File: config.mk
export PLATFORM = sky130hd
export DESIGN_NAME = pci_bus_arbiter
export DESIGN_NICKNAME = d
export VERILOG_FILES = /design/src/rtl/pci_bus_arbiter.sv
export SDC_FILE = /design/constraint.sdc
export NUM_CORES = 1
export LEC_CHECK = 0
export BUFFER_PORTS_ARGS = -buffer_cell sky130_fd_sc_hd__buf_4
export CAP_MARGIN = 15
export CORE_ASPECT_RATIO = 0.9
export CORE_MARGIN = 2
export CORE_UTILIZATION = 40
export DETAILED_ROUTE_END_ITERATION = 8
export PLACE_DENSITY_LB_ADDON = 0.1
export SLEW_MARGIN = 20
export SYNTH_ARGS = -nofsm -noshare
export SYNTH_HDL_FRONTEND = slang
export SYNTH_SLANG_ARGS = --single-unit
export TNS_END_PERCENT = 5
File: constraint.sdc
create_clock -name clk -period 3.85 [get_ports clk]
set_input_delay 0.1925 -clock clk [delete_from_list [all_inputs] [get_ports clk]]
set_output_delay 0.1925 -clock clk [all_outputs]
set_load 0.03 [all_outputs]
File: src/rtl/pci_bus_arbiter.sv
// pci_bus_arbiter
// Central round-robin arbiter for a shared PCI bus. Grants are active-low,
// registered and one-hot. The bus parks on PARK_MASTER when nobody requests.
// Every change of ownership passes through a one-cycle all-released GAP so
// that two agents never drive the tri-stated bus at the same time.
//
// Optional feature, enabled by defining PCI_ARB_TIMEOUT_EN:
//   A granted master that has not started a transaction loses its grant
//   after TIMEOUT_CYC idle-bus cycles. Without the macro, a granted silent
//   master keeps the grant for as long as its REQ_n stays low.
module pci_bus_arbiter #(
  parameter int N_MASTERS   = 4,
  parameter int PARK_MASTER = 0,
  parameter int TIMEOUT_CYC = 16
) (
  input  logic                         clk,
  input  logic                         rst_n,
  input  logic [N_MASTERS-1:0]         REQ_n,
  input  logic                         FRAME_n,
  input  logic                         IRDY_n,
  output logic [N_MASTERS-1:0]         GNT_n,
  output logic [$clog2(N_MASTERS)-1:0] owner,
  output logic                         owner_vld
);

  localparam int                   OW       = $clog2(N_MASTERS);
  localparam logic [OW-1:0]        PARK_IDX = OW'(PARK_MASTER);
  localparam logic [OW-1:0]        LAST_RST = OW'(N_MASTERS - 1);
  localparam logic [N_MASTERS-1:0] PARK_BIT = N_MASTERS'(1) << PARK_MASTER;

  // Reject parameter sets the arbiter cannot honour.
  if (N_MASTERS < 2 || N_MASTERS > 8 || PARK_MASTER < 0 ||
      PARK_MASTER >= N_MASTERS || TIMEOUT_CYC < 1) begin : g_bad_param
    $error("pci_bus_arbiter: illegal parameter combination");
  end

  typedef enum logic [1:0] {
    S_IDLE = 2'd0,  // nobody granted, nobody driving
    S_PARK = 2'd1,  // bus parked on PARK_MASTER
    S_OWN  = 2'd2,  // granted to owner_q after arbitration
    S_GAP  = 2'd3   // turnaround cycle, all grants released
  } state_e;

  // First requester found scanning upward from last+1, wrapping around.
  function automatic logic [OW-1:0] rr_pick(input logic [N_MASTERS-1:0] req,
                                            input logic [OW-1:0]        last);
    logic [OW-1:0] pick;
    logic [OW-1:0] idx;
    pick = last;
    // Walk from the farthest candidate down to the nearest so the nearest wins.
    for (int k = N_MASTERS; k >= 1; k--) begin
      idx = OW'((int'(last) + k) % N_MASTERS);
      if (req[idx]) pick = idx;
    end
    return pick;
  endfunction

  // One-hot mask of a master index.
  function automatic logic [N_MASTERS-1:0] onehot(input logic [OW-1:0] idx);
    logic [N_MASTERS-1:0] m;
    m      = '0;
    m[idx] = 1'b1;
    return m;
  endfunction

  state_e               state_q, state_d;
  logic [OW-1:0]        owner_q, owner_d;
  logic [OW-1:0]        last_q, last_d;
  logic [OW-1:0]        pend_q, pend_d;
  logic                 pend_park_q, pend_park_d;
  logic                 tx_q, tx_d;
  logic [N_MASTERS-1:0] gnt_q, gnt_d;
  logic                 vld_q, vld_d;

  logic [N_MASTERS-1:0] req;
  logic [N_MASTERS-1:0] owner_bit;
  logic [N_MASTERS-1:0] arb_req;
  logic [OW-1:0]        win;
  logic                 tx_now;
  logic                 rearb;
  logic                 timed_out;

  assign req       = ~REQ_n;
  assign owner_bit = onehot(owner_q);
  // A transaction counts as started from the edge that first sees FRAME_n low.
  assign tx_now    = tx_q | ~FRAME_n;

`ifdef PCI_ARB_TIMEOUT_EN
  localparam int CNT_W = $clog2(TIMEOUT_CYC + 1);
  logic [CNT_W-1:0] cnt_q, cnt_d;
  logic             bus_idle;
  assign bus_idle = FRAME_n & IRDY_n;
`else
  // IRDY_n only matters for the idle-timeout feature.
  logic irdy_unused;
  assign irdy_unused = IRDY_n;
`endif

  // Next-state, arbitration and registered-output decode.
  always_comb begin
    state_d     = state_q;
    owner_d     = owner_q;
    last_d      = last_q;
    pend_d      = pend_q;
    pend_park_d = pend_park_q;
    tx_d        = tx_q;
    arb_req     = req;
    win         = owner_q;
    rearb       = 1'b0;
    timed_out   = 1'b0;
`ifdef PCI_ARB_TIMEOUT_EN
    cnt_d       = cnt_q;
`endif

    unique case (state_q)
      S_IDLE: begin
        // Nothing is driving, so a winner can be granted without a gap.
        if (|req) begin
          win     = rr_pick(req, last_q);
          state_d = S_OWN;
          owner_d = win;
          last_d  = win;
        end else begin
          state_d = S_PARK;
          owner_d = PARK_IDX;
        end
      end

      S_PARK: begin
        if (req == PARK_BIT) begin
          // Parked master asks for the bus it already holds: grant stays low.
          state_d = S_OWN;
          owner_d = PARK_IDX;
          last_d  = PARK_IDX;
        end else if (|req) begin
          state_d     = S_GAP;
          pend_d      = rr_pick(req, last_q);
          pend_park_d = 1'b0;
        end
      end

      S_OWN: begin
        tx_d = tx_now;
`ifdef PCI_ARB_TIMEOUT_EN
        if (!tx_now && bus_idle) begin
          cnt_d = cnt_q + CNT_W'(1);
          if (cnt_q == CNT_W'(TIMEOUT_CYC - 1)) timed_out = 1'b1;
        end
`endif
        if (timed_out) begin
          // The idle owner is left out of this arbitration round.
          arb_req = req & ~owner_bit;
          rearb   = 1'b1;
        end else if (!req[owner_q] || (tx_now && |(req & ~owner_bit))) begin
          rearb = 1'b1;
        end

        if (rearb) begin
          if (|arb_req) begin
            win = rr_pick(arb_req, last_q);
            if (win != owner_q) begin
              state_d     = S_GAP;
              pend_d      = win;
              pend_park_d = 1'b0;
            end
          end else if (owner_q == PARK_IDX) begin
            // Owner is the park master: keep its grant, just relabel as parked.
            state_d = S_PARK;
          end else begin
            state_d     = S_GAP;
            pend_park_d = 1'b1;
          end
        end

        if (state_d != S_OWN) begin
          tx_d = 1'b0;
`ifdef PCI_ARB_TIMEOUT_EN
          cnt_d = '0;
`endif
        end
      end

      S_GAP: begin
        if (pend_park_q) begin
          state_d = S_PARK;
          owner_d = PARK_IDX;
        end else if (req[pend_q]) begin
          state_d = S_OWN;
          owner_d = pend_q;
          last_d  = pend_q;
        end else begin
          // Latched winner withdrew during the gap.
          state_d = S_IDLE;
        end
      end

      default: state_d = S_IDLE;
    endcase

    gnt_d = '1;
    vld_d = 1'b0;
    if (state_d == S_OWN || state_d == S_PARK) begin
      gnt_d[owner_d] = 1'b0;
      vld_d          = 1'b1;
    end
  end

  // State, arbitration history and registered grant outputs.
  always_ff @(posedge clk or negedge rst_n) begin
    if (!rst_n) begin
      state_q     <= S_IDLE;
      owner_q     <= PARK_IDX;
      last_q      <= LAST_RST;
      pend_q      <= PARK_IDX;
      pend_park_q <= 1'b0;
      tx_q        <= 1'b0;
      gnt_q       <= '1;
      vld_q       <= 1'b0;
    end else begin
      state_q     <= state_d;
      owner_q     <= owner_d;
      last_q      <= last_d;
      pend_q      <= pend_d;
      pend_park_q <= pend_park_d;
      tx_q        <= tx_d;
      gnt_q       <= gnt_d;
      vld_q       <= vld_d;
    end
  end

`ifdef PCI_ARB_TIMEOUT_EN
  // Idle-cycle counter for the current owner.
  always_ff @(posedge clk or negedge rst_n) begin
    if (!rst_n) cnt_q <= '0;
    else        cnt_q <= cnt_d;
  end
`endif

  assign GNT_n     = gnt_q;
  assign owner     = owner_q;
  assign owner_vld = vld_q;

endmodule

==> results of run 1 <==
## layer usage
layer  vias up  track usage, %  wire (um)
li1        445               -          -
met1       413            23.7       1120
met2        22            25.6       1000
met3         2            4.40        129
met4         0            2.27          9
met5         -               0          0
## worst paths after layout
| check | to | cells past startpoint |
|---|---|---|
| setup / recovery | GNT_n[1] | 6 |
| hold / removal | tx_q | 4 |
| setup reg to reg | GNT_n[1] | 6 |
| hold reg to reg | tx_q | 2 |
| max in group asynchronous | GNT_n[2] | 2 |
| min in group asynchronous | tx_q | 2 |
## registers in the layout, summed over array words and instances, names as in the netlist
register     count
GNT_n            4
tx_q             1
pend_q           2
owner_vld        1
owner            2
state_q          2
pend_park_q      1
last_q           2
## synthesized netlist by cell type (3+ instances only)
| library cell | number | share of area [%] |
|---|---|---|
| dfrtp_1 | 9 | 21 |
| mux2i_1 | 7 | 6.5 |
| o21ai_0 | 5 | 2.3 |
| clkbuf_1 | 3 | 1.0 |
| inv_1 | 8 | 2.8 |
| nor3_1 | 4 | 1.9 |
| nand3_1 | 7 | 3.2 |
| a31oi_1 | 3 | 1.7 |
| nor2_1 | 8 | 2.8 |
| dfstp_2 | 6 | 15 |
| nand2_1 | 6 | 2.1 |
| a21oi_1 | 5 | 2.3 |
| nand4_1 | 3 | 1.7 |
| mux2_2 | 3 | 3.1 |
## worst register-to-register path, cell delays in order (launching register included)
cell      delay (ns)
dfstp_2         0.58
nand2b_1        0.07
a32o_2          0.27
or3_1           0.32
a21oi_2         0.22
o221a_2         0.36
mux2_4          0.32
## layout make-up
type | instances | area (um2)
clock buffers | 4 | 26.3
flip-flops and latches | 15 | 383
inverters | 9 | 33.8
fillers | 268 | 1320
repair buffers | 14 | 108
well taps | 28 | 35.0
multi-input cells | 83 | 608
## cells by family (layout without fill, tap and decap cells)
group,after synthesis,after routing,synth area share [%]
and+or+nand+nor,39,39,19.2
AOI/OAI and AO/OA,28,28,18.9
xor gates and xnor gates,2,2,1.62
DFF,15,15,35.4
muxes,14,14,16.6
buffers and inverters,18,27,8.33
## repair_timing
action / CTS / global route
hold buffers: 1 / 0
setup endpoints to repair: 0 / 0
endpoints found under the hold margin: 15 / 0
resized for setup: 0 / 0
## per-stage QoR
step	setup WS (ns)	utilization (%)	hold slack [ns]	total power [mW]	instance area (um2)
floorplan	1.72	-	-0.103	0.854	1080
global placement	1.65	46.1	0.0550	0.954	1160
detailed placement	1.63	46.1	0.0616	0.965	1160
CTS	1.62	47.6	0.211	1.06	1190
global route	1.52	47.6	0.247	1.15	1190
finish	1.63	47.6	0.223	1.05	1190
## power groups by stage
| stage | Combinational (mW) | Clock, mW | Sequential [mW] |
|---|---|---|---|
| 6_report | 0.615 | 0.0870 | 0.350 |
| 2_1_floorplan | 0.507 | 0 | 0.347 |
| 3_3_place_gp | 0.607 | 0 | 0.348 |
| 5_1_grt | 0.683 | 0.100 | 0.368 |
| 3_5_place_dp | 0.614 | 0 | 0.351 |
| 4_1_cts | 0.620 | 0.0919 | 0.349 |
==> metrics, run 1 <==
via count=882; Internal=0.571 mW; Die H=53.3 um; Critical Path Source=last_q[0]; synthesized instance count=116; clk slew on worst S/H paths=0.08 ns; Inserted Clock Buffers=3; clock skew=0.000970 ns; DP Cell Count=148; clock sink count=15; endpoints failing hold=0; syn nets=124; Final #Nets=134; Psw=0.480 mW; Leak=0.508 nW; die area=3140 um2; first-pass GRT wire length=3850 um; Final HPWL DP=1630 um; core area=2510 um2; worst endpoint required time=4.06 ns; number of I/O pins=15; status=completed; Rel. slew slack=64.6%; f_max=451 MHz; Post-synth EDFFs=0; Worst Max-Slew Pin Slew=0.525 ns; worst-path maximum fanout=7; commonest non-fill, non-tap cell in the layout=buf_4; final RePlAce weighted congestion=0.748; proportion of layout cells with a drive suffix above 1=26.4%; vias per inst=5.76; PortBufs=13; number of inserted diodes=0; Yosys reg bits=15; R2R Setup Slk=1.63 ns; sequential area share after synthesis=35.4%; max-cap violations=0; Arr. time, crit path=2.43 ns; CP Cell Sequence=nand2b_1 -> a32o_2 -> or3_1 -> a21oi_2 -> o221a_2 -> mux2_4; final worst path period need=2.22 ns; CP max-delay cell=dfstp_2; Reg power frac=33.3%; synth-to-layout area growth=10.4%; DR iter-0 viols=21; cell family with most CP delay=compound AO/OA/AOI/OAI gates; CP Buf/Inv Count=0; Peak VDD IR=0.000415 V; final cell count without fillers=153; hold wc startpoint=FRAME_n; Clk network pwr share=8.3%; syn avg cell area=9.32 um2; largest net degree at the start of global routing=16; H-tree Lvls=1; sw frac=45.7%; most frequent cells in the layout=buf_4, dfrtp_1, nor2_1, inv_1; DR pass1 iterations=4; final period utilization=57.5%; TNS Setup=0 ns; post-detailed-routing wire length=2260 um; CP max stage delay=0.58 ns; reg-to-reg startpoint=last_q[0]; DR DRC count=0; Std-Cell Rows=17; P per Cell Area=881 nW/um2; ys flop type=dfrtp_1; clock latency on the worst-skew pair=0.27 ns; Die X=58.8 um; global route overflow=0; RSZ-0062 raised after global routing=no; WL/cell=14.8 um; HP Class=in2reg; Worst Setup Start Kind=flip-flop; vias in the first global route=804; Setup Buffers After CTS=0; Max Slew Vio Count=0; Synth Warn #=0; CTS tree=done; CP Capture Type=flip-flop; combinational share of power=58.5%; WS Path Type=reg2reg; FFs w/ async S/R, synth=100%; GRT Resource Usage Total=16.6%; Routed Antenna Nets=0; Clock Path Buffers=2; initial antenna violation count=0; CTS root buffer=clkbuf_4; Finish-stage setup viols=0; Starting Density=43.1%; area of the mapped netlist=1080 um2; Unique masters post-synth=43
Note: power is estimated with default switching activity, not from simulation.
==> run 2: changes to the inputs <==
Settings changed: ABC_AREA set to 1.
Clock period 3.85 ns to 1.8 ns, I/O delays scaled along.
==> run 2 against run 1 <==
  * The flow now finishes with violations (negative setup slack)
  * Worst setup slack worse by 1.9 ns
  * Core utilization is 9.2 points higher
  * Combinational power grew to 4.5 times the previous value
  * Register-to-register slack worse by 1.9 ns
  * Critical path depth is 10 higher
  * Clock power is 120% higher
  * Synthesized area is 9.4% higher
==> metrics, run 2 <==
final worst slack=-0.248 ns; DR DRC count=0; DR iter-0 viols=55; DR pass1 iterations=4; vias in the first global route=1,135; max-cap violations=0; f_max=488 MHz; pre-CTS WS=-0.247 ns; clock sink count=15; HP Class=in2reg; FFs w/ async S/R, synth=100%; WL/cell=11.9 um; Finish-stage setup viols=13; cell taking the most area after synthesis=dfrtp_1; final RePlAce weighted congestion=0.926; Final #Nets=222; WS Path Type=reg2reg; Unique masters post-synth=27; number of inserted diodes=0; GRT Resource Usage Total=19.0%; Worst Max-Slew Pin Slew=0.650 ns; CP Cell Sequence=buf_6 -> nand2_1 -> nand2_1 -> nand2_1 -> o21ai_2 -> nand2_2 -> nand2_2 -> nand2_2 -> nand2_4 -> nand2_2 -> nand2_2 -> nand4_1 -> nand2_2 -> nand3_2 -> nand2_1 -> nand2_1; Die X=61.3 um; commonest non-fill, non-tap cell in the layout=nand2_1; area of the mapped netlist=1180 um2; Std-Cell Rows=18; core area=2770 um2; failing checks=negative setup slack; Leak=0.813 nW; final period utilization=114%; Die H=55.6 um; status=finished with violations; Synth top area share=19.0%; Arr. time, crit path=2.24 ns; Max Slew Vio Count=0; RSZ-0062 raised after global routing=yes; CP max stage delay=0.59 ns; Largest register FFs=4; Inserted Clock Buffers=3; final worst path period need=2.05 ns; Final HPWL DP=2340 um; endpoints failing hold=0; Synth Warn #=0; synthesized instance count=178; global route overflow=0; H-tree Lvls=1; clock latency on the worst-skew pair=0.29 ns; ys flop type=dfrtp_1; count leader, synth=nand2_1; Peak VDD IR=0.00113 V; Starting Density=42.7%; syn avg cell area=6.64 um2; syn nets=186; largest net degree at the start of global routing=16; post-detailed-routing wire length=3000 um; first-pass GRT wire length=4970 um; clk slew on worst S/H paths=0.10 ns; P per Cell Area=2300 nW/um2; number of I/O pins=15; Clock Path Buffers=2; synth-to-layout area growth=32.9%; sequential area share after synthesis=32.4%; # fillers=286; die area=3410 um2; clock skew=0.00853 ns; Post-synth EDFFs=0; cell family with most CP delay=simple AND/OR/NAND/NOR gates; CP max-delay cell=dfstp_2; cell area after layout=1570 um2; CP Buf/Inv Count=1; PortBufs=13; Top cell by count, worst path=nand2_2; CP Capture Type=flip-flop; worst endpoint required time=1.99 ns; most instantiated cells after synthesis=nand2_1, inv_1, nand3_1, nand2_2, nor2_1; Yosys reg bits=15; Routed Antenna Nets=0; dpl cell area=1430 um2; proportion of layout cells with a drive suffix above 1=38.0%; via count=1,279; vias per inst=5.06; CTS tree=done; CTS root buffer=clkbuf_4; Worst Setup Start Kind=flip-flop; initial antenna violation count=0; Rel. slew slack=56.3%; worst-path maximum fanout=4; most frequent cells in the layout=nand2_1, buf_4, inv_1; Synth area leaders=dfrtp_1, nand2_1, dfstp_2, inv_1, nand2_2
## run 2: changes by cell type after synthesis, moves of 4 or more
| cell | before | now |
|---|---|---|
| o21ai_1 | 0 | 4 |
| inv_1 | 8 | 22 |
| inv_2 | 0 | 4 |
| nor2_1 | 8 | 13 |
| nand3_1 | 7 | 14 |
| mux2i_1 | 7 | 0 |
| nand2_2 | 0 | 13 |
| nand2_1 | 6 | 52 |
| o21ai_0 | 5 | 11 |
## run 2: metrics by stage
step / setup TNS [ns] / hold slack [ns] / util [%] / std cells / power, mW
floorplan: -0.000109 / -0.206 / - / 178 / 2.33
finish: -2.36 / 0.111 / 56.7 / 253 / 3.62
global route: -4.40 / 0.137 / 56.7 / 253 / 3.97
detailed placement: -2.15 / -0.0457 / 51.7 / 245 / 3.09
global placement: -1.71 / -0.0478 / 51.7 / 245 / 3.07
CTS: -1.92 / 0.132 / 54.7 / 253 / 3.43
## run 2: kinds of logic (layout without fill, tap and decap cells)
family	count (synthesis)	after routing	synth area share, %
DFF	15	15	32.4
buffers and inverters	29	64	10.3
and+or+nand+nor	106	106	43.0
AOI/OAI and AO/OA	28	28	14.4
## run 2: area by class of cell
cell class / count / area, um2 / area share, %
clock buffers: 3 / 22.5 / 1.43
clock inverters: 1 / 5.00 / 0.318
inverters: 28 / 113 / 7.17
multi-input cells: 134 / 739 / 47.1
flip-flops and latches: 15 / 383 / 24.4
well taps: 40 / 50.0 / 3.18
repair buffers: 32 / 259 / 16.5
## run 2: layer usage
metal	vias up	track usage (%)	part of all wire, %
met2	40	26.7	43
met4	0	3.42	1.0
li1	649	-	-
met3	4	4.19	6.0
met1	586	29.9	50
met5	-	0	0
## run 2: what timing repair did
action,4_1_cts,5_1_grt
pin swaps,2,11
endpoints found under the hold margin,15,0
endpoints found under the setup margin,13,14
gates cloned,0,0
setup buffers,3,0
gates resized for setup,5,18
hold buffers,1,0
## run 2: final timing paths
check / startpoint / to / slack [ns] / cells after the start
max reg2reg: last_q[0] / owner_vld / -0.25 / 16
min: FRAME_n / tx_q / 0.11 / 4
max in group asynchronous: rst_n / GNT_n[0] / 1.37 / 2
min in group asynchronous: rst_n / pend_q[0] / 0.18 / 2
min reg2reg: tx_q / tx_q / 0.53 / 2
max: last_q[0] / owner_vld / -0.25 / 16
## run 2: power breakdown
| group | switching, mW | leakage, nW | total, mW | internal, mW |
|---|---|---|---|---|
| registers | 0.140 | 0.174 | 0.664 | 0.523 |
| clock network | 0.111 | 0.0177 | 0.193 | 0.0826 |
| logic | 1.62 | 0.621 | 2.76 | 1.14 |
| total | 1.87 | 0.813 | 3.62 | 1.75 |
## run 2: worst register-to-register path: cells and delay by family, from the launching register on
family	cells	cell delay, ns
DFF	1	0.59
AOI/OAI and AO/OA	1	0.06
buffers and inverters	1	0.13
and+or+nand+nor	14	1.16
==> run 3: changes to the inputs <==
Settings changed: ABC_AREA 1 to not set, CORE_UTILIZATION 40 to 50.
==> run 3 against run 2 <==
  * The run still ends with negative setup slack left
  * Global-route usage up 4.3 points
  * Highest routed layer unchanged
  * Clock skew up 0.0018 ns
  * Largest power group unchanged
  * Fmax up 1.3%
==> metrics, run 3 (synthesized netlist as in run 1, its figures left out) <==
RSZ-0062 raised after global routing=yes; cell area after layout=1380 um2; GRT Resource Usage Total=23.4%; PortBufs=13; largest net degree at the start of global routing=16; Starting Density=54.9%; proportion of layout cells with a drive suffix above 1=40.5%; final worst slack=-0.221 ns; Arr. time, crit path=2.24 ns; final cell count without fillers=173; final worst path period need=2.02 ns; DP Cell Count=168; clock latency on the worst-skew pair=0.28 ns; number of inserted diodes=0; number of I/O pins=15; DR pass1 iterations=4; HP Class=in2reg; max-cap violations=0; first-pass GRT wire length=4170 um; CP Capture Type=flip-flop; Rel. slew slack=71.7%; CP Buf/Inv Count=0; f_max=495 MHz; final RePlAce weighted congestion=0.923; WS Path Type=reg2reg; Routed Antenna Nets=0; vias in the first global route=923; Total Power=2.76 mW; Final HPWL DP=1980 um; most frequent cells in the layout=buf_4, dfrtp_1; Die H=48.1 um; core area=1970 um2; Finish-stage setup viols=10; failing checks=negative setup slack; Worst Max-Slew Pin Slew=0.425 ns; WL/cell=14.8 um; initial antenna violation count=0; commonest non-fill, non-tap cell in the layout=buf_4; Setup Buffers After CTS=0; Inserted Clock Buffers=3; die area=2550 um2; Final #Nets=157; post-detailed-routing wire length=2560 um; global route overflow=0; H-tree Lvls=1; Largest register FFs=4; P per Cell Area=1990 nW/um2; Clock Path Buffers=2; DR iter-0 viols=16; worst endpoint required time=2.02 ns; dpl cell area=1330 um2; CP Cell Sequence=nand2b_1 -> a32o_2 -> or3_1 -> a21oi_2 -> o221a_4 -> mux2_4; via count=987; synth-to-layout area growth=27.9%; status=finished with violations; Peak VDD IR=0.00162 V; cell family with most CP delay=compound AO/OA/AOI/OAI gates; Max Slew Vio Count=0; endpoints failing hold=0; clock skew=0.0103 ns; clk slew on worst S/H paths=0.09 ns; Std-Cell Rows=15; CP max stage delay=0.57 ns; worst-path maximum fanout=5; Leak=0.622 nW; clock sink count=15; DR DRC count=0; CTS tree=done; vias per inst=5.71; Die X=53.0 um; CP max-delay cell=dfstp_2; Final Util=70.2%; final period utilization=112%; CTS root buffer=clkbuf_4; Worst Setup Start Kind=flip-flop
-- run 3: stage by stage --
| stage | worst slack (ns) | hold WS, ns | TNS (ns) |
|---|---|---|---|
| 6_report | -0.221 | 0.113 | -1.48 |
| 5_1_grt | -0.267 | 0.136 | -2.07 |
| 4_1_cts | -0.223 | 0.114 | -1.51 |
| 3_5_place_dp | -0.257 | -0.0478 | -1.74 |
| 3_3_place_gp | -0.201 | -0.0523 | -1.30 |
| 2_1_floorplan | -0.249 | -0.206 | -1.05 |
-- run 3: repair_timing --
item	CTS	global route
hold buffers	1	0
setup endpoints to repair	10	11
pin swaps	2	1
resized for setup	4	3
hold endpoints to repair	15	0
cloned	0	0
-- run 3: power by group --
part / switching [mW] / internal [mW] / leakage, nW
clock: 0.105 / 0.0860 / 0.0150
sequential: 0.140 / 0.528 / 0.169
combinational: 0.923 / 0.974 / 0.438
-- run 3: routing by layer --
layer	wire, um	up-vias	track usage [%]
met4	15	0	4.62
li1	-	491	-
met2	1200	25	38.5
met1	1220	469	32.1
met5	0	-	0
met3	127	2	5.52
-- run 3: worst min-delay path: stages --
cell and delay (ns):
buf_4 0.07, inv_1 0.04, a21oi_1 0.11, a31oi_1 0.05
-- run 3: final timing paths --
| kind | from | to | slack (ns) | cells past startpoint |
|---|---|---|---|---|
| min in group asynchronous | rst_n | tx_q | 0.18 | 2 |
| worst min register to register | tx_q | tx_q | 0.58 | 2 |
| worst max register to register | last_q[1] | GNT_n[3] | -0.22 | 6 |
| max in group asynchronous | rst_n | last_q[0] | 1.37 | 2 |
| worst max-delay path | last_q[1] | GNT_n[3] | -0.22 | 6 |
| worst min-delay path | FRAME_n | tx_q | 0.11 | 4 |
-- run 3: layout make-up --
class                   count  area, um2
well taps                  25       31.3
clock buffers               4       26.3
fillers                   164        588
multi-input cells          83        623
inverters                   9       33.8
flip-flops and latches     15        384
repair buffers             37        284
